--- config.mk ---
export PLATFORM = sky130hd
export DESIGN_NAME = spm_memory_responder
export DESIGN_NICKNAME = d
export VERILOG_FILES = /design/src/rtl/spm_pkg.sv /design/src/rtl/spm_mem_array.sv /design/src/rtl/spm_memory_responder.sv
export SDC_FILE = /design/constraint.sdc
export NUM_CORES = 2
export LEC_CHECK = 0
export CORE_ASPECT_RATIO = 2
export CORE_MARGIN = 5
export CORE_UTILIZATION = 30
export DETAILED_ROUTE_END_ITERATION = 6
export MAX_ROUTING_LAYER = met4
export PLACE_DENSITY = 0.5
export SYNTH_ARGS = -nofsm -noshare
export SYNTH_HDL_FRONTEND = slang
export SYNTH_SLANG_ARGS = --single-unit
--- constraint.sdc ---
create_clock -name clk -period 7 [get_ports clk]
set_input_delay 1.4 -clock clk [delete_from_list [all_inputs] [get_ports clk]]
set_output_delay 1.4 -clock clk [all_outputs]
set_load 0.05 [all_outputs]
--- src/rtl/spm_pkg.sv ---
// rtl/spm_pkg.sv - shared state encodings, width defaults and opcodes for the RISC SPM memory side
package spm_pkg;

    localparam int SPM_ADDR_W = 8;
    localparam int SPM_DATA_W = 8;

    typedef enum logic [1:0] {
        ST_LOAD = 2'd0,
        ST_RUN  = 2'd1,
        ST_DUMP = 2'd2
    } spm_state_t;

    // Instruction opcodes occupy the upper nibble of an instruction byte
    localparam logic [3:0] OP_NOP = 4'd0;
    localparam logic [3:0] OP_ADD = 4'd1;
    localparam logic [3:0] OP_SUB = 4'd2;
    localparam logic [3:0] OP_AND = 4'd3;
    localparam logic [3:0] OP_NOT = 4'd4;
    localparam logic [3:0] OP_RD  = 4'd5;
    localparam logic [3:0] OP_WR  = 4'd6;
    localparam logic [3:0] OP_BR  = 4'd7;
    localparam logic [3:0] OP_BRZ = 4'd8;

    // Assemble an instruction byte from opcode and source/destination register fields
    function automatic logic [7:0] spm_instr(input logic [3:0] op,
                                             input logic [1:0] src,
                                             input logic [1:0] dst);
        return {op, src, dst};
    endfunction

endpackage

--- src/rtl/spm_mem_array.sv ---
// rtl/spm_mem_array.sv - word memory with one synchronous write port and two asynchronous read ports
module spm_mem_array #(
    parameter int ADDR_W = 8,
    parameter int DATA_W = 8
) (
    input  logic              clk,
    input  logic              we,
    input  logic [ADDR_W-1:0] waddr,
    input  logic [DATA_W-1:0] wdata,
    input  logic [ADDR_W-1:0] raddr_cpu,
    output logic [DATA_W-1:0] rdata_cpu,
    input  logic [ADDR_W-1:0] raddr_dump,
    output logic [DATA_W-1:0] rdata_dump
);

    logic [DATA_W-1:0] mem [2**ADDR_W];

    // Contents survive reset so a partially reloaded program keeps untouched words
    always_ff @(posedge clk) begin
        if (we) begin
            mem[waddr] <= wdata;
        end
    end

    assign rdata_cpu  = mem[raddr_cpu];
    assign rdata_dump = mem[raddr_dump];

endmodule

--- src/rtl/spm_memory_responder.sv ---
// rtl/spm_memory_responder.sv - memory responder with program loader and dump port for the RISC SPM
module spm_memory_responder
    import spm_pkg::*;
#(
    parameter int ADDR_W = SPM_ADDR_W,
    parameter int DATA_W = SPM_DATA_W
) (
    input  logic              clk,
    input  logic              rst,
    input  logic [ADDR_W-1:0] address,
    input  logic [DATA_W-1:0] data_in,
    input  logic              write,
    output logic [DATA_W-1:0] mem_word,
    output logic              cpu_hold,
    input  logic              ld_valid,
    input  logic [DATA_W-1:0] ld_data,
    input  logic              ld_last,
    output logic              ld_ready,
    output logic              load_done,
    input  logic              dump_req,
    output logic              dump_valid,
    output logic [DATA_W-1:0] dump_data,
    input  logic              dump_ready,
    output logic              wr_err
);

    localparam logic [ADDR_W-1:0] PTR_MAX = '1;

    spm_state_t        state;
    logic [ADDR_W-1:0] ld_ptr;
    logic [ADDR_W-1:0] dump_ptr;

    logic              ld_fire;
    logic              cpu_wr;
    logic              dump_fire;
    logic              mem_we;
    logic [ADDR_W-1:0] mem_waddr;
    logic [DATA_W-1:0] mem_wdata;

    // The loader owns the write port in LOAD, the CPU only in RUN; DUMP never writes
    assign ld_fire   = (state == ST_LOAD) && ld_valid && ld_ready;
    assign cpu_wr    = (state == ST_RUN) && write;
    assign dump_fire = dump_valid && dump_ready;
    assign mem_we    = ld_fire || cpu_wr;
    assign mem_waddr = ld_fire ? ld_ptr  : address;
    assign mem_wdata = ld_fire ? ld_data : data_in;

    spm_mem_array #(
        .ADDR_W (ADDR_W),
        .DATA_W (DATA_W)
    ) u_mem (
        .clk        (clk),
        .we         (mem_we),
        .waddr      (mem_waddr),
        .wdata      (mem_wdata),
        .raddr_cpu  (address),
        .rdata_cpu  (mem_word),
        .raddr_dump (dump_ptr),
        .rdata_dump (dump_data)
    );

    // Mode sequencer; handshake and hold outputs are registered alongside the state
    always_ff @(posedge clk or posedge rst) begin
        if (rst) begin
            state      <= ST_LOAD;
            ld_ptr     <= '0;
            dump_ptr   <= '0;
            cpu_hold   <= 1'b1;
            ld_ready   <= 1'b1;
            load_done  <= 1'b0;
            dump_valid <= 1'b0;
        end else begin
            case (state)
                ST_LOAD: begin
                    if (ld_fire) begin
                        ld_ptr <= ld_ptr + 1'b1;
                        if (ld_last || ld_ptr == PTR_MAX) begin
                            state     <= ST_RUN;
                            ld_ptr    <= '0;
                            cpu_hold  <= 1'b0;
                            ld_ready  <= 1'b0;
                            load_done <= 1'b1;
                        end
                    end
                end
                ST_RUN: begin
                    if (dump_req) begin
                        state      <= ST_DUMP;
                        dump_ptr   <= '0;
                        cpu_hold   <= 1'b1;
                        load_done  <= 1'b0;
                        dump_valid <= 1'b1;
                    end
                end
                ST_DUMP: begin
                    if (dump_fire) begin
                        dump_ptr <= dump_ptr + 1'b1;
                        if (dump_ptr == PTR_MAX) begin
                            state      <= ST_LOAD;
                            ld_ptr     <= '0;
                            ld_ready   <= 1'b1;
                            dump_valid <= 1'b0;
                        end
                    end
                end
                default: begin
                    state      <= ST_LOAD;
                    ld_ptr     <= '0;
                    cpu_hold   <= 1'b1;
                    ld_ready   <= 1'b1;
                    load_done  <= 1'b0;
                    dump_valid <= 1'b0;
                end
            endcase
        end
    end

    // Sticky flag for CPU writes attempted while the processor should be held
    always_ff @(posedge clk or posedge rst) begin
        if (rst) begin
            wr_err <= 1'b0;
        end else if (write && state != ST_RUN) begin
            wr_err <= 1'b1;
        end
    end

endmodule

==> reports/metrics.yaml <==
synthesis:
  synth_flop_cell: "edfxtp_1"
  synth_seq_cells: 2071
  synthCells: 4904
  synth_area_leaders: "edfxtp_1, mux4_2, mux2i_1"
  synthDistinctLibCells: 52
  yosysSeqAreaShare: 0.6398
  syn_area_mm2: 0.09702
  ys_warn_count: 0
  synth_edf_count: 2048
  postSynthAreaPerCell_um2: 19.78
  synthDominantCellAreaShare: 0.6339
  synth_nets: 4937
  async_flop_share: 0.01111
  synth_top_area_cell: "edfxtp_1"
worst_hold_path:
  hp-class: "reg -> reg"
  holdPathStages: 1
global_routing:
  grt_max_degree: 177
  grt_usage: 0.2074
  antenna_found_initial: 8
  grt_overflow: 0
  grt_pass1_wl_um: 474700
  grt_pass1_vias: 57790
timing:
  period_share: 1.003
  final-setup-viol-count: 1
  max_freq_ghz: 0.1425
  finalSetupTns_ns: -0.01926
  skew_ns: 0.04645
  setup_slack_ns: -0.01926
  fin_crit_ns: 7.019
  hold_viol: 0
  maxSlewHeadroom: 0.1532
  grt_setup_unrepaired: "false"
  worstMarginPinSlew_ns: 1.270
  drv_slew: 0
setup_path:
  r2r-start: "ld_ready"
  rrSetupSlack_ns: 2.45
  cp-end-kind: "output port"
  critPathLaunch: "address[0]"
  crit_path_end: "mem_word[4]"
  required_ns: 5.60
  worst-path-max-fanout: 42
  critPathArrivalTime_ns: 5.62
  path_class: "in -> out"
  start_kind: "input port"
  r2r_cells: 7
  reg2reg_to: "u_mem.mem[48][2]"
cts:
  insertion_delay_ns: 0.88
  h-tree-depth: 4
  clkTransAtPathRegs_ns: 0.07
  clockRootBuffer: "clkbuf_16"
  clk_path_buf_depth: 4
  cts_buffers: 189
  postCtsHoldBufs: 0
  tritoncts: "yes"
  cts_sinks: 2071
floorplan:
  num_rows: 295
  ios: 52
  dieArea_mm2: 0.3356
  core_area_mm2: 0.3226
  die_w_um: 412.1
  die_y_um: 814.2
  initial_utilization: 0.3008
detailed_routing:
  ant_nets: 0
  remaining_drc_errors: 0
  drt_wl_total_um: 344900
  vias: 54430
  routedWlPerCell_um: 35.40
  drtPass1Iterations: 6
  drt_iter0_markers: 4949
  vias_per_cell: 5.587
layout:
  area_delta_synth_final_pct: 15.80
  final_common_cell: "edfxtp_1"
  fin_cells: 9741
  nNetsFinal: 5315
  final_layout_size_suffix_gt1_frac: 0.3604
  final_cell_mix: "edfxtp_1, mux4_2, buf_4"
power:
  power.leakage_nw: 35.03
  p_per_area_mw_per_mm2: 290.7
  ir_drop_uv: 391.3
place:
  gp_congestion: 0.8929
  port_buffers: 51
  dpl.hpwl_um: 237100
  placed_cells_incl_taps: 9395
run_status:
  violations: "negative setup slack"
  status: "complete, but fails checks"
run:
  cap_viol_max_count: 0
## sequential cells by signal (all words and copies together), names as in the netlist
| name | flops |
|---|---|
| cpu_hold | 1 |
| dump_ptr | 8 |
| dump_valid | 1 |
| ld_ptr | 8 |
| ld_ready | 1 |
| load_done | 1 |
| state | 2 |
| u_mem.mem | 2048 |
| wr_err | 1 |
## cell type report
type	instances	area [um2]
fill	30190	210200
clock inverter	107	1227
timing repair buffer	584	5376
multi-input combinational	2429	33250
tap	4306	5388
antenna	11	27.53
clock buffer	226	4954
sequential	2071	62100
inverter	7	33.78
## power breakdown
part / switching [mW] / internal [mW] / leakage (nW)
combinational: 5.04 / 2.96 / 13.3
clock: 4.83 / 6.04 / 3.01
sequential: 0.160 / 13.6 / 18.7
## timing repair
item                                    CTS  global route
buffers inserted                          2             0
gates resized for setup                   0             0
endpoints found under the setup margin    3             0
## how the worst min path moves through the flow
| stage | slack, ns | start | to |
|---|---|---|---|
| 4_1_cts | 0.47 | wr_err | wr_err |
| 3_5_place_dp | 0.46 | wr_err | wr_err |
| 2_1_floorplan | 0.53 | ld_ptr[3] | ld_ptr[3] |
| 6_report | 0.47 | wr_err | wr_err |
| 3_3_place_gp | 0.45 | wr_err | wr_err |
| 5_1_grt | 0.49 | wr_err | wr_err |
## through the flow
stage | hold WS (ns) | util | power, mW | cell area (um2) | setup WS, ns
floorplan | 0.5260 | - | 18.41 | 97020 | 0.6558
global route | 0.4889 | 0.3482 | 33.53 | 112300 | 0.04868
global placement | 0.4503 | 0.3289 | 22.04 | 106100 | 0.1224
CTS | 0.4720 | 0.3482 | 32.94 | 112300 | 0.1271
finish | 0.4666 | 0.3483 | 32.66 | 112400 | -0.01926
detailed placement | 0.4563 | 0.3289 | 22.05 | 106100 | 0.1368
## metal layers
layer | wire length, um | vias to the layer above | global-route usage
met1 | 112700 | 29690 | 0.2085
li1 | - | 21940 | -
met2 | 187700 | 2023 | 0.3762
met5 | 0 | - | -
met4 | 29790 | 0 | 0.1433
met3 | 14740 | 771 | 0.02002
## synthesized netlist by cell type, types with 33 or more instances
cell type,n
nor3_1,50
a22oi_1,74
o221ai_1,98
o22ai_1,50
o21ai_0,34
a21oi_1,66
clkbuf_1,225
buf_1,33
nand2_1,146
nor2_1,322
edfxtp_1,2048
buf_2,91
mux2i_1,279
mux4_2,1079
## cells by family after synthesis
group	after synthesis	share of synthesized area
buffers and inverters	404	0.01967
AO/OA/AOI/OAI	430	0.03228
flip-flops	2071	0.6398
AND/OR/NAND/NOR	631	0.02795
multiplexers	1360	0.2795
XOR/XNOR	6	0.0005416
adder cells (fa/ha/maj)	2	0.0002579
## worst max-delay path, stage by stage
cell and delay, ns:
buf_8 0.56, buf_12 0.41, buf_4 0.26, mux4_2 0.52, mux4_2 0.55, a22o_1 0.20, o21ai_0 0.85, nand3b_1 0.42
buf_4 0.32
Power figures use the tool's default switching activity.
